**src/rtl/pipe_ctrl.sv**
```systemverilog
`default_nettype none
// ============================================================================
//  Module      : pipe_ctrl
//  Description : Pipeline hazard/flush controller. A Moore FSM picks stall,
//                branch flush, exception flush or full flush and counts events.
//  Revision    : 1.0  initial release
// ============================================================================
module pipe_ctrl (
    input  logic        clock,
    input  logic        reset,
    input  logic [4:0]  iID_ra_addr,
    input  logic [4:0]  iID_rb_addr,
    input  logic        iID_uses_ra,
    input  logic        iID_uses_rb,
    input  logic [4:0]  mREG2_write_reg_addr,
    input  logic        mREG2_do_dm_read,
    input  logic        iEX_branch_taken,
    input  logic        oREG3_alu_overflow,
    input  logic        iFlush_all,
    output logic        do_hazard,
    output logic        do_flush_REG1,
    output logic        do_flush_REG2,
    output logic        do_flush_REG3,
    output logic        do_flush_REG4,
    output logic [15:0] oStall_count,
    output logic [15:0] oFlush_count
);

    typedef enum logic [2:0] {
        RUN   = 3'd0,
        LDUSE = 3'd1,
        BRF   = 3'd2,
        EXC1  = 3'd3,
        EXC2  = 3'd4,
        FALL  = 3'd5
    } state_t;

    localparam logic [15:0] C_CNT_MAX = 16'hFFFF;

    state_t r_state;
    state_t w_nextState;
    logic   w_loadUse;
    logic   w_countFlush;

    always_comb begin
        w_loadUse = mREG2_do_dm_read && (mREG2_write_reg_addr != 5'd0) &&
                    ((iID_uses_ra && (iID_ra_addr == mREG2_write_reg_addr)) ||
                     (iID_uses_rb && (iID_rb_addr == mREG2_write_reg_addr)));
    end

    // Branch outranks load-use: the stalled decode instruction is flushed anyway.
    always_comb begin
        w_nextState = RUN;
        case (r_state)
            EXC1:    w_nextState = iFlush_all ? FALL : EXC2;
            EXC2:    w_nextState = iFlush_all ? FALL : RUN;
            default: begin
                if (iFlush_all)              w_nextState = FALL;
                else if (oREG3_alu_overflow) w_nextState = EXC1;
                else if (iEX_branch_taken)   w_nextState = BRF;
                else if (w_loadUse)          w_nextState = LDUSE;
                else                         w_nextState = RUN;
            end
        endcase
    end

    always_comb begin
        w_countFlush = (w_nextState == BRF) || (w_nextState == EXC1) ||
                       (w_nextState == FALL);
    end

    // Outputs are registered from the next state so they settle right after posedge.
    always_ff @(posedge clock or posedge reset) begin
        if (reset) begin
            r_state       <= RUN;
            do_hazard     <= 1'b0;
            do_flush_REG1 <= 1'b0;
            do_flush_REG2 <= 1'b0;
            do_flush_REG3 <= 1'b0;
            do_flush_REG4 <= 1'b0;
            oStall_count  <= 16'd0;
            oFlush_count  <= 16'd0;
        end else begin
            r_state       <= w_nextState;
            do_hazard     <= (w_nextState == LDUSE);
            do_flush_REG1 <= (w_nextState == BRF) || (w_nextState == EXC1) ||
                             (w_nextState == EXC2) || (w_nextState == FALL);
            do_flush_REG2 <= (w_nextState == BRF) || (w_nextState == EXC1) ||
                             (w_nextState == EXC2) || (w_nextState == FALL);
            do_flush_REG3 <= (w_nextState == EXC1) || (w_nextState == FALL);
            do_flush_REG4 <= (w_nextState == FALL);
            if ((w_nextState == LDUSE) && (oStall_count != C_CNT_MAX)) begin
                oStall_count <= oStall_count + 16'd1;
            end
            if (w_countFlush && (oFlush_count != C_CNT_MAX)) begin
                oFlush_count <= oFlush_count + 16'd1;
            end
        end
    end

endmodule
`default_nettype wire

```
**config.mk**
```make
export PLATFORM = sky130hd
export DESIGN_NAME = pipe_ctrl
export DESIGN_NICKNAME = d
export VERILOG_FILES = /design/src/rtl/pipe_ctrl.sv
export SDC_FILE = /design/constraint.sdc
export NUM_CORES = 1
export LEC_CHECK = 0
export BUFFER_PORTS_ARGS = -buffer_cell sky130_fd_sc_hd__buf_2
export CORE_MARGIN = 5
export CORE_UTILIZATION = 45
export CTS_CLUSTER_SIZE = 16
export DETAILED_ROUTE_END_ITERATION = 16
export PLACE_DENSITY = 0.79
export SYNTH_ARGS = -nofsm -noshare
export SYNTH_HDL_FRONTEND = slang
export SYNTH_SLANG_ARGS = --single-unit
export TNS_END_PERCENT = 10
```
**constraint.sdc**
```tcl
create_clock -name clock -period 2.2 [get_ports clock]
set_clock_uncertainty 0.1 [all_clocks]
set_input_delay 0.22 -clock clock [delete_from_list [all_inputs] [get_ports clock]]
set_output_delay 0.22 -clock clock [all_outputs]
set_load 0.02 [all_outputs]
```
### After elaboration in Yosys (flattened, before gate mapping)

Index checks and enable logic that the tools add are counted.

| operators by class | value |
|---|---|
| add/sub/neg operators | 2 |
| eq/ne operators | 11 |
| mux-type cells | 7 |
| reduce and logical (&&, ||, !) cells | 13 |

Operator list:

| kind | count |
|---|---|
| adder 16 x 1 -> 16 bit, second input constant | 2 |
| inequality test 16 bit, second input constant | 2 |
| equality test 5 bit | 2 |
| equality test 3 x 2 -> 1 bit, second input constant | 3 |
| equality test 3 bit, second input constant | 3 |
| logical AND 1 bit | 6 |
| logical OR 1 bit | 6 |
| 2-to-1 mux 3 bit | 2 |
| one-hot mux 3 bit (2 select lines) | 1 |
| nonzero test 5 bit | 1 |
| 2-to-1 mux 2 bit | 2 |
| equality test 3 x 1 -> 1 bit, second input constant | 1 |
| 2-to-1 mux 1 bit | 2 |

| storage, ports and cells | value |
|---|---|
| register bits | 39 |
| output and inout port bits | 37 |

### Longest topological paths before layout

Gate-level depths: netlist of the first run.

| logic depth | value |
|---|---|
| depth in word-level cells | 13 |
| depth in mapped cells | 9 |

### Worst setup path after synthesis of the first run

Ideal clock, no wire load.

| timing path | value |
|---|---|
| kind | reg-to-reg |
| start point | reg r_state[2] |
| end point | reg oFlush_count[9] |
| arrival | 1.852 ns |
| data required time | 1.971 ns |
| slack | 0.119 ns |
| stages on the path, launching flop included | 10 |
| cell sequence | dfrtp_1 and3b_1 a21oi_2 nor3b_1 ha_1 or2_2 nand4_1 a21oi_4 nand4_1 xnor2_1 |

| between the ends | value |
|---|---|
| cells in the longest elaborated chain, start to end | 6 |

RTL lines:

| item | RTL line | RTL |
|---|---|---|
| from (decl) | 40 | `state_t r_state;` |
| from (signal assigned) | 84 | `r_state <= w_nextState;` |
| equality test 3 bit / equality test 3 x 2 -> 1 bit (equally long branches) | 54 | `case (r_state)` |
| one-hot mux 3 bit (2 select lines) * | 54 |  |
| named net w_nextState[1] | 41 | `state_t w_nextState;` |
| equality test 3 x 2 -> 1 bit | 68 | `w_countFlush = (w_nextState == BRF) \|\| (w_nextState == EXC1) \|\|` |
| logical OR 1 bit | 68 |  |
| logical OR 1 bit * | 68 |  |
| logical AND 1 bit * | 95 | `if (w_countFlush && (oFlush_count != C_CNT_MAX)) begin` |
| to (signal assigned) | 96 | `oFlush_count <= oFlush_count + 16'd1;` |
| to (decl) | 26 | `output logic [15:0] oFlush_count` |

The timed path passes the listed nets; every way through them passes the cells marked *.
A chain may end at the register's enable or synchronous reset.

### Worst setup path in the final report of the first run

| timing path | value |
|---|---|
| start point | reg r_state[1] |
| end point | reg oFlush_count[9] |

Same word-level chain as after synthesis.

==> summary.txt, run 1 <==
Run status
  – Status: complete, no violations

Timing
  – Fin worst setup slack: 61.7 ps
  – Slew headroom: 0.671
  – Setup violators final: 0
  – Post-layout min period: 2140 ps
  – Slew @ Worst Pin: 494 ps
  – Max-slew violation count: 0
  – Peak Freq: 0.468 GHz
  – Final hold vios: 0
  – Tcrit/Tclk final: 0.972
  – RSZ-0062 raised after global routing: true

Power
  – Peak VDD IR: 0.410 mV
  – Switching Share: 0.311
  – Power density over cell area: 737 nW/um^2
  – Pwr Total: 1.83 mW
  – Switching power: 569 uW
  – Reg power frac: 0.475
  – Clock power share: 0.283
  – Cell Int Power: 1.26 mW
  – Leak: 1.28 nW
  – Combinational Power Share: 0.243

CTS
  – Clk_lat worst skew: 280 ps
  – CTS H-Tree Depth: 2
  – Clock Root Buffer: clkbuf_8
  – Clock-pin slew on the worst setup and hold paths: 70 ps
  – Clk buf depth: 2
  – CTS tree: built
  – CTS Sinks: 39
  – Num CTS Buffers: 5

Finish
  – Fillers: 387
  – Most common cell after layout, fill and taps aside: buf_2
  – Area Overhead vs Synth: 26.3%
  – Most frequent cells in the layout: 59 x buf_2, 39 x dfrtp_1, 26 x xnor2_1
  – Fin nets: 272
  – Storage cell area: 976 um^2
  – ANT cells: 0
  – Share of cells above drive strength 1: 0.381
  – Area of the multi-input gates: 960 um^2

Logic synthesis
  – Register area share after synthesis: 0.496
  – Flops & latches, synth: 39
  – Syn Nets: 201
  – Syn_area_per_cell: 11.2 um^2
  – Syn Inst Count: 175
  – Yosys cell types: 35
  – Mapped cell area: 1970 um^2
  – Synthesis Warnings: 0

Placement
  – IO Port Bufs: 59
  – Post-place setup slack: -55.7 ps
  – RD Place Congestion: 0.771
  – Post-DP HPWL: 3010 um

Setup path
  – Crit Path Category: register to register
  – Crit path max fanout: 7
  – Nature of the critical path endpoint: register
  – Worst EP arrival: 2210 ps
  – Worst Setup Start Kind: register
  – Data required time of the worst path: 2270 ps

Floorplan
  – Die X: 76.1 um
  – Io pins: 60
  – Initial Utilization: 0.458
  – Core Box Area: 4290 um^2
  – Die footprint: 5800 um^2
  – Rows: 24
  – Die Span Y: 76.1 um

Global routing
  – Vias in the first global route: 1527
  – GRT Residual Overflow: 0
  – Gr usage total: 0.145
  – Initial antenna violation count: 0
  – Largest net degree at the start of global routing: 40
  – First-pass GRT wire length: 7040 um

Detailed routing
  – TritonRoute pass-1 iters: 4
  – Vias: 1501
  – WL/cell: 13.6 um
  – Via-to-Cell Ratio: 5.02
  – WL final: 4060 um
  – Initial DRC Count: 75
  – DR DRC count: 0
  – DRT antenna net count: 0

Flow run
  – Max_cap viols: 0

Hold path
  – Worst hold path class: input pin to register
## area by class of cell
class / count / share of cell area
multi-input combinational: 126 / 0.386
inverter: 7 / 0.0106
clock buffer: 8 / 0.0403
timing repair buffer: 67 / 0.144
sequential: 39 / 0.393
tap: 52 / 0.0262
## metrics by stage
stage | utilization | hold slack, ps | setup TNS, ps | instances | instance area (um^2)
floorplan | - | 206 | 0 | 175 | 1970
global placement | 0.544 | 262 | 0 | 287 | 2340
CTS | 0.571 | 26.4 | 0 | 296 | 2450
detailed placement | 0.544 | 265 | -158 | 287 | 2340
finish | 0.579 | 49.4 | 0 | 299 | 2480
global route | 0.579 | 32.7 | -247 | 299 | 2480
## cells by family (layout without fill, tap and decap cells)
| family | after synthesis | count (layout) | synth area share |
|---|---|---|---|
| flip-flops | 39 | 39 | 0.496 |
| buffers and inverters | 10 | 82 | 0.0248 |
| XOR/XNOR | 39 | 39 | 0.174 |
| AO/OA/AOI/OAI | 10 | 10 | 0.0432 |
| AND/OR/NAND/NOR | 72 | 72 | 0.232 |
| adder cells (fa/ha/maj) | 3 | 3 | 0.0191 |
| multiplexers | 2 | 2 | 0.0114 |
## power by group through the flow
stage	Combinational, mW	Sequential (mW)	Clock (mW)
after CTS	0.438	0.869	0.537
after global routing	0.493	0.877	0.567
after detailed placement	0.433	0.883	0
final	0.444	0.868	0.518
after global placement	0.427	0.879	0
after floorplan	0.185	0.966	0
## registers in the layout, summed over array words and instances (netlist names)
signal,cells
do_flush_REG2,1
do_flush_REG4,1
oStall_count,16
do_flush_REG3,1
oFlush_count,16
do_hazard,1
r_state,3
## critical path, cell delays in order, from the launching register on
cell and delay [ps]:
dfrtp_1 400, and3b_1 200, a21oi_2 130, nor3b_4 220, ha_1 170, or2_2 140
nand4_1 130, a21oi_4 250, nand4_1 150, xnor2_1 150
## cell usage after synthesis
cell      count  area (um^2)
nand2b_1      1         6.26
nor3_2        5         50.1
a21oi_4       1         16.3
nand4_1       8         50.1
buf_4         1         7.51
o21ai_0       1         5.00
nand3_2       1         10.0
a21oi_2       1         8.76
nand2_2       1         6.26
and3b_1       1         8.76
mux2_1        2         22.5
and4_1        3         26.3
and4_4        3         33.8
and3_1        3         18.8
nor2_2        1         6.26
nand2_1      12         45.0
or2_2         2         12.5
nor2_1        9         33.8
xnor2_1      26          228
nor3b_1       1         7.51
ha_1          3         37.5
nand4b_4      1         23.8
clkbuf_1      1         3.75
a21o_1        2         15.0
a21oi_1       3         15.0
inv_1         7         26.3
nor4_1        1         6.26
xor2_1       13          114
nor3_1        4         20.0
dfrtp_1      39          976
nor4_2        2         25.0
o22ai_2       2         25.0
buf_6         1         11.3
nand3_1      12         60.1
nor2b_1       1         6.26
## per-layer routing
| layer | global-route usage | wire length [um] |
|---|---|---|
| met2 | 0.252 | 2070 |
| met4 | 0.0420 | 34 |
| met3 | 0.0485 | 219 |
| met5 | 0 | 0 |
| met1 | 0.169 | 1730 |
## path summary, 6_finish.rpt
kind	start	to	slack (ps)	depth (start not counted)
max reg2reg	r_state[1]	oFlush_count[9]	60	9
max in group asynchronous	reset	oStall_count[14]	1160	4
max	r_state[1]	oFlush_count[9]	60	9
min in group asynchronous	reset	oFlush_count[6]	500	4
min reg2reg	oFlush_count[9]	oFlush_count[9]	390	1
min	iFlush_all	do_flush_REG4	50	1
## what timing repair did
action	4_1_cts	5_1_grt
endpoints found under the hold margin	39	0
setup endpoints to repair	7	12
gates resized for setup	1	2
pin swaps	0	2
hold buffers	1	0
setup buffers	0	3
No activity file was read; power rests on OpenSTA's default activity.
==> run 2, diff against run 1 <==
--- a/config.mk
+++ b/config.mk
@@ -6,6 +6,7 @@
 export NUM_CORES = 1
 export LEC_CHECK = 0
 export BUFFER_PORTS_ARGS = -buffer_cell sky130_fd_sc_hd__buf_2
+export CORE_ASPECT_RATIO = 0.7
 export CORE_MARGIN = 5
 export CORE_UTILIZATION = 45
 export CTS_CLUSTER_SIZE = 16
==> summary.txt, run 2 (synthesized netlist as in run 1, its figures left out) <==
Run status
  – Status: complete, no violations (unchanged)

Setup path
  – Crit Path Category: register to register (unchanged)
  – Critical Path, Cell by Cell: and3b_2 > a21oi_2 > nor3b_2 > ha_1 > or2_4 > nand4_1 > a21oi_4 > nand4_1 > xnor2_1 (was and3b_1 > a21oi_2 > nor3b_4 > ha_1 > or2_2 > nand4_1 > a21oi_4 > nand4_1 > xnor2_1)
  – Nature of the critical path endpoint: register (unchanged)
  – CP top delay family: simple AND/OR/NAND/NOR gates (unchanged)
  – Worst EP arrival: 2240 ps (was 2210 ps)
  – Worst Setup Start Kind: register (unchanged)
  – Most frequent CP cell: nand4_1 (unchanged)
  – Largest stage delay on the critical path: 400 ps (about the same)
  – Data required time of the worst path: 2290 ps (was 2270 ps)
  – CP Buf/Inv Count: 0 (unchanged)
  – Crit path max fanout: 7 (unchanged)
  – CP max stage cell: dfrtp_1 (unchanged)

Detailed routing
  – TritonRoute pass-1 iters: 4 (unchanged)
  – WL/cell: 14.1 um (was 13.6 um)
  – Initial DRC Count: 58 (was 75)
  – Vias: 1506 (was 1501)
  – DR DRC count: 0 (unchanged)
  – WL final: 4230 um (was 4060 um)
  – Via-to-Cell Ratio: 5.02 (about the same)
  – DRT antenna net count: 0 (unchanged)

Placement
  – Post-DP HPWL: 3120 um (was 3010 um)
  – RD Place Congestion: 0.803 (was 0.771)
  – Inst Count DP: 290 (was 287)
  – IO Port Bufs: 59 (unchanged)

Global routing
  – Initial antenna violation count: 0 (unchanged)
  – Vias in the first global route: 1508 (was 1527)
  – First-pass GRT wire length: 6780 um (was 7040 um)
  – GRT Residual Overflow: 0 (unchanged)
  – Gr usage total: 0.152 (was 0.145)
  – Largest net degree at the start of global routing: 40 (unchanged)

Floorplan
  – Die footprint: 5820 um^2 (was 5800 um^2)
  – Initial Utilization: 0.460 (was 0.458)
  – Die X: 89.0 um (was 76.1 um)
  – Io pins: 60 (unchanged)
  – Core Box Area: 4280 um^2 (was 4290 um^2)
  – Die Span Y: 65.3 um (was 76.1 um)
  – Rows: 20 (was 24)

Timing
  – Slew @ Worst Pin: 483 ps (was 494 ps)
  – Setup violators final: 0 (unchanged)
  – Final hold slack: 29.3 ps (was 49.4 ps)
  – Post-layout min period: 2150 ps (was 2140 ps)
  – Slew headroom: 0.678 (was 0.671)
  – Tcrit/Tclk final: 0.980 (was 0.972)
  – Max-slew violation count: 0 (unchanged)
  – RSZ-0062 raised after global routing: true (unchanged)
  – Peak Freq: 0.464 GHz (was 0.468 GHz)
  – Final hold vios: 0 (unchanged)

Finish
  – Most common cell after layout, fill and taps aside: buf_2 (unchanged)
  – Fin cells: 300 (was 299)
  – ANT cells: 0 (unchanged)
  – Fin nets: 270 (was 272)
  – Most frequent cells in the layout: 59 x buf_2, 39 x dfrtp_1, 25 x xnor2_1 (was 59 x buf_2, 39 x dfrtp_1, 26 x xnor2_1)
  – Fillers: 380 (was 387)
  – Area Overhead vs Synth: 25.9% (was 26.3%)
  – Top flop regs: oFlush_count (16), oStall_count (16), r_state (3) (unchanged)
  – Share of cells above drive strength 1: 0.396 (was 0.381)

CTS
  – Clk_lat worst skew: 290 ps (was 280 ps)
  – Num CTS Buffers: 5 (unchanged)
  – CTS H-Tree Depth: 2 (unchanged)
  – Clock Root Buffer: clkbuf_8 (unchanged)
  – Clock-pin slew on the worst setup and hold paths: 80 ps (was 70 ps)
  – Clk buf depth: 2 (unchanged)
  – CTS Sinks: 39 (unchanged)
  – CTS tree: built (unchanged)

Power
  – Pwr Total: 1.79 mW (was 1.83 mW)
  – Peak VDD IR: 0.409 mV (was 0.410 mV)
  – Switching power: 602 uW (was 569 uW)
  – Combinational Power Share: 0.246 (was 0.243)
  – Power density over cell area: 724 nW/um^2 (was 737 nW/um^2)
  – Leak: 1.26 nW (was 1.28 nW)
  – Clock power share: 0.270 (was 0.283)
  – Switching Share: 0.335 (was 0.311)
  – Cell Int Power: 1.19 mW (was 1.26 mW)
  – Reg power frac: 0.484 (was 0.475)

Flow run
  – Max_cap viols: 0 (unchanged)

Hold path
  – Worst hold path class: input pin to register (unchanged)
==> run 2: cell count changes in the layout (fill, tap and decap cells not counted), sizes merged <==
cell      delta
clkinv       +1
clkinvlp     +2
clkbuf       -3
buf          -2
==> run 2: worst paths after layout <==
path                                 start               end  slack, ps  depth (start not counted)
min reg2reg                oFlush_count[6]   oFlush_count[6]        400                          1
min in group asynchronous            reset  oStall_count[15]        510                          4
min                             iFlush_all     do_flush_REG4         30                          1
max in group asynchronous            reset   oStall_count[0]       1150                          4
max                             r_state[2]   oFlush_count[9]         50                          9
max reg2reg                     r_state[2]   oFlush_count[9]         50                          9
==> run 2: worst reg2reg max path, stage by stage, from the launching register on <==
cell and delay, ps:
dfrtp_1 400, and3b_2 240, a21oi_2 120, nor3b_2 210, ha_1 180, or2_4 130
nand4_1 120, a21oi_4 260, nand4_1 150, xnor2_1 140
==> run 2: final cells by class <==
cell class,count,area [um^2],area share
Timing Repair Buffer,65,343,0.138
Multi-Input combinational cell,126,975,0.393
Inverter,7,26.3,0.0106
Sequential cell,39,976,0.394
Clock inverter,3,20.0,0.00808
Tap cell,55,68.8,0.0278
Clock buffer,5,68.8,0.0278
==> run 2: what timing repair did <==
action,CTS,global route
pin swaps,0,3
gates resized for setup,1,6
cloned,0,0
hold buffers,1,0
hold endpoints to repair,39,0
endpoints found under the setup margin,2,8
buffers inserted,0,1
==> run 2: through the flow <==
| step | worst slack [ps] | cell area, um^2 | utilization | TNS, ps |
|---|---|---|---|---|
| after floorplan | 119 | 1970 | - | 0 |
| after global placement | 95.2 | 2340 | 0.547 | 0 |
| after detailed placement | 2.57 | 2340 | 0.547 | 0 |
| after CTS | 82.8 | 2440 | 0.571 | 0 |
| after global routing | -91.0 | 2480 | 0.579 | -436 |
| final | 45.0 | 2480 | 0.579 | 0 |
==> run 2: power groups by stage <==
stage	Clock, mW	Sequential (mW)	Combinational, mW
final	0.485	0.868	0.442
after global routing	0.538	0.878	0.477
after CTS	0.501	0.867	0.440
after detailed placement	0	0.882	0.433
after global placement	0	0.879	0.428
after floorplan	0	0.966	0.185
==> run 2: metal layers <==
metal  part of all wire  GRT usage  vias to the layer above
met5                  0          0                        -
met4              0.010     0.0651                        0
met3              0.051     0.0451                        5
met2               0.49      0.243                       31
met1               0.45      0.190                      730
li1                   -          -                      740
==> run 3, diff against run 2 <==
--- a/config.mk
+++ b/config.mk
@@ -5,13 +5,15 @@
 export SDC_FILE = /design/constraint.sdc
 export NUM_CORES = 1
 export LEC_CHECK = 0
+export ABC_AREA = 1
 export BUFFER_PORTS_ARGS = -buffer_cell sky130_fd_sc_hd__buf_2
 export CORE_ASPECT_RATIO = 0.7
 export CORE_MARGIN = 5
 export CORE_UTILIZATION = 45
 export CTS_CLUSTER_SIZE = 16
 export DETAILED_ROUTE_END_ITERATION = 16
-export PLACE_DENSITY = 0.79
+export PLACE_DENSITY = 0.75
+export SLEW_MARGIN = 20
 export SYNTH_ARGS = -nofsm -noshare
 export SYNTH_HDL_FRONTEND = slang
 export SYNTH_SLANG_ARGS = --single-unit
==> constraint.sdc (replaced) <==
create_clock -name clock -period 2.3 [get_ports clock]
set_clock_uncertainty 0.1 [all_clocks]
set_input_delay 0.23 -clock clock [delete_from_list [all_inputs] [get_ports clock]]
set_output_delay 0.23 -clock clock [all_outputs]
set_load 0.02 [all_outputs]
==> summary.txt, run 3 <==
Run status
  – Status: complete, no violations (unchanged)

CTS
  – Clock-pin slew on the worst setup and hold paths: 80 ps (about the same)
  – CTS H-Tree Depth: 2 (unchanged)
  – CTS tree: built (unchanged)
  – Num CTS Buffers: 5 (unchanged)
  – Setup repair bufs after CTS: 0 (unchanged)
  – Clk buf depth: 2 (unchanged)
  – Clk_lat worst skew: 300 ps (was 290 ps)
  – CTS Sinks: 39 (unchanged)
  – Clock Root Buffer: clkbuf_8 (unchanged)

Logic synthesis
  – Area leader, netlist: dfrtp_1 (unchanged)
  – Top-count cell post-synth: nand2_1 (was dfrtp_1)
  – Register area share after synthesis: 0.420 (was 0.496)
  – Most common library cells after synthesis: 87 x nand2_1, 39 x dfrtp_1, 35 x nor2_1 (was 39 x dfrtp_1, 26 x xnor2_1, 13 x xor2_1)
  – Mux contribution to synthesized area: 0 (was 0.0114)
  – Syn Nets: 326 (was 201)
  – Async S/R FF share, synth: 1.00 (unchanged)
  – Simple logic cell fraction of the synthesized area: 0.362 (was 0.232)
  – Flops & latches, synth: 39 (unchanged)
  – Adder-cell share of the synthesized area: 0.0162 (was 0.0191)
  – Post-synth EDFFs: 0 (unchanged)
  – Yosys cell types: 24 (was 35)
  – Main combinational cell family by area after synthesis: simple AND/OR/NAND/NOR gates (unchanged)
  – Syn_area_per_cell: 7.74 um^2 (was 11.2 um^2)
  – Mapped cell area: 2320 um^2 (was 1970 um^2)
  – Synthesis Warnings: 0 (unchanged)
  – Post-synth top area share: 0.420 (was 0.496)
  – Synth Area in XOR/XNOR: 0.106 (was 0.174)
  – Syn Inst Count: 300 (was 175)
  – Synth area leaders: dfrtp_1 42%, nand2_1 14%, nand4_1 5.9%, nor2_1 5.7%, xor2_1 5.7% (was dfrtp_1 50%, xnor2_1 12%, xor2_1 5.8%, nand3_1 3.1%, nand4_1 2.5%)
  – Compound-Gate Fraction of Synth Area: 0.0113 (was 0.0432)
  – Top FF cell, synth: dfrtp_1 (unchanged)

Floorplan
  – Io pins: 60 (unchanged)
  – Initial Utilization: 0.475 (was 0.460)
  – Core Box Area: 4890 um^2 (was 4280 um^2)
  – Die footprint: 6720 um^2 (was 5820 um^2)
  – Rows: 21 (was 20)
  – Die Span Y: 70.1 um (was 65.3 um)
  – Die X: 95.8 um (was 89.0 um)

Timing
  – Slew headroom: 0.687 (was 0.678)
  – Final hold slack: 115 ps (was 29.3 ps)
  – Fin worst setup slack: 279 ps (was 45.0 ps)
  – Max-slew violation count: 0 (unchanged)
  – Tcrit/Tclk final: 0.879 (was 0.980)
  – Slew @ Worst Pin: 468 ps (was 483 ps)
  – Post-layout min period: 2020 ps (was 2150 ps)
  – RSZ-0062 raised after global routing: false (was true)
  – Final hold vios: 0 (unchanged)
  – Setup violators final: 0 (unchanged)
  – Peak Freq: 0.495 GHz (was 0.464 GHz)
  – Setup tns final: 0 ps (unchanged)

Finish
  – Share of cells above drive strength 1: 0.251 (was 0.396)
  – Most common cell after layout, fill and taps aside: nand2_1 (was buf_2)
  – ANT cells: 0 (unchanged)
  – Area Overhead vs Synth: 22.0% (was 25.9%)
  – Fin nets: 392 (was 270)
  – Top flop regs: oFlush_count (16), oStall_count (16), r_state (3) (unchanged)
  – Fin cells: 436 (was 300)
  – Final Core Density: 0.579 (about the same)
  – Most frequent cells in the layout: 86 x nand2_1, 59 x buf_2, 39 x dfrtp_1 (was 59 x buf_2, 39 x dfrtp_1, 25 x xnor2_1)

Setup path
  – Crit path max fanout: 6 (was 7)
  – Worst R2R Setup Slack: 280 ps (was 50 ps)
  – Crit Path Category: register to register (unchanged)
  – Worst flop-to-flop path endpoint: oFlush_count[12] (was oFlush_count[9])
  – R2R Path Start: r_state[2] (unchanged)
  – Largest stage delay on the critical path: 380 ps (was 400 ps)
  – Nature of the critical path endpoint: register (unchanged)
  – Most frequent CP cell: nor2_1 (was nand4_1)
  – CP max stage cell: dfrtp_1 (unchanged)
  – Data required time of the worst path: 2380 ps (was 2290 ps)
  – Worst Setup Start Kind: register (unchanged)
  – Register-to-Register Path Depth: 11 (was 9)
  – Critical Path, Cell by Cell: nand3b_1 > nand2_2 > nor2_2 > ha_1 > or2_2 > nand2_2 > nor2_1 > nand3_1 > nor2_1 > nor2_1 > nor2_1 (was and3b_2 > a21oi_2 > nor3b_2 > ha_1 > or2_4 > nand4_1 > a21oi_4 > nand4_1 > xnor2_1)
  – Worst EP arrival: 2100 ps (was 2240 ps)

Power
  – Cell Int Power: 1.31 mW (was 1.19 mW)
  – Peak VDD IR: 0.313 mV (was 0.409 mV)
  – Leak: 1.58 nW (was 1.26 nW)
  – Switching Share: 0.361 (was 0.335)
  – Power density over cell area: 723 nW/um^2 (was 724 nW/um^2)
  – Combinational Power Share: 0.272 (was 0.246)
  – Switching power: 738 uW (was 602 uW)
  – Clock power share: 0.281 (was 0.270)
  – Reg power frac: 0.447 (was 0.484)

Global routing
  – Vias in the first global route: 1965 (was 1508)
  – Initial antenna violation count: 0 (unchanged)
  – GRT Residual Overflow: 0 (unchanged)
  – Gr usage total: 0.170 (was 0.152)
  – Largest net degree at the start of global routing: 40 (unchanged)
  – First-pass GRT wire length: 9230 um (was 6780 um)

Placement
  – RD Place Congestion: 0.831 (was 0.803)
  – Post-DP HPWL: 4120 um (was 3120 um)
  – IO Port Bufs: 59 (unchanged)
  – Inst Count DP: 426 (was 290)
  – Post-place setup slack: 153 ps (was 2.57 ps)

Hold path
  – WHS Path Cells: 3 (was 1)
  – Worst Hold End: r_state[0] (was do_flush_REG4)
  – Critical hold path startpoint: iFlush_all (unchanged)
  – Worst hold path class: input pin to register (unchanged)

Detailed routing
  – Vias: 2121 (was 1506)
  – Initial DRC Count: 78 (was 58)
  – DR DRC count: 0 (unchanged)
  – WL/cell: 12.3 um (was 14.1 um)
  – TritonRoute pass-1 iters: 4 (unchanged)
  – DRT antenna net count: 0 (unchanged)
  – WL final: 5360 um (was 4230 um)
  – Via-to-Cell Ratio: 4.86 (was 5.02)

Flow run
  – Max_cap viols: 0 (unchanged)
==> run 3: cell types whose count changed after synthesis, sizes merged, moves of 3 or more <==
cell,delta
a21oi,-4
and3,-3
and4,-6
buf,+4
inv,+33
nand2,+77
nand3,+3
nand4,+16
nor2,+28
nor4,-3
xnor2,-13
==> run 3: logic make-up after synthesis <==
family | count (synthesis)
AND/OR/NAND/NOR | 180
buffers and inverters | 47
flip-flops | 39
XOR/XNOR | 28
AO/OA/AOI/OAI | 3
adder cells (fa/ha/maj) | 3
==> run 3: power by group through the flow <==
stage                     clock, mW  combinational (mW)  sequential (mW)
after floorplan                   0               0.247             1.02
after global placement            0               0.542            0.923
after detailed placement          0               0.556            0.925
after CTS                     0.584               0.561            0.913
after global routing          0.623               0.619            0.934
final                         0.575               0.556            0.915
==> run 3: cell type report <==
type / count / area (um^2)
Clock buffer: 5 / 68.8
Fill cell: 484 / 2060
Multi-Input combinational cell: 214 / 1150
Timing Repair Buffer: 66 / 353
Inverter: 40 / 150
Tap cell: 69 / 86.3
Clock inverter: 3 / 43.8
Sequential cell: 39 / 976
==> run 3: routing by layer <==
layer	part of all wire	vias to the layer above	wire length (um)	track usage
met3	0.041	5	220	0.0397
li1	-	1078	-	-
met5	0	-	0	0
met2	0.45	43	2420	0.251
met4	0.0090	0	48	0.0331
met1	0.50	995	2670	0.254
==> run 3: through the flow <==
| step | instance area [um^2] | total power [mW] |
|---|---|---|
| after floorplan | 2320 | 1.27 |
| after global placement | 2690 | 1.47 |
| after detailed placement | 2690 | 1.48 |
| after CTS | 2830 | 2.06 |
| after global routing | 2830 | 2.18 |
| final | 2830 | 2.05 |
==> run 3: worst max-delay path by stage <==
stage | from | end | slack (ps) | cells past startpoint
3_5_place_dp | r_state[1] | oFlush_count[12] | 150 | 10
3_3_place_gp | r_state[2] | oFlush_count[12] | 260 | 11
6_report | r_state[2] | oFlush_count[12] | 280 | 11
5_1_grt | r_state[2] | oFlush_count[12] | 80 | 11
4_1_cts | r_state[1] | oFlush_count[12] | 140 | 10
2_1_floorplan | r_state[2] | oFlush_count[15] | 310 | 11
==> run 3: what timing repair did <==
action | in CTS | in global routing
resized for setup | 0 | 2
setup endpoints to repair | 0 | 3
hold endpoints to repair | 40 | 0
hold buffers | 2 | 0
==> run 3: critical path: cells and delay by family (launching register included) <==
kind	cells	cell delay (ps)
AND/OR/NAND/NOR	10	1240
flip-flops	1	380
adder cells (fa/ha/maj)	1	190
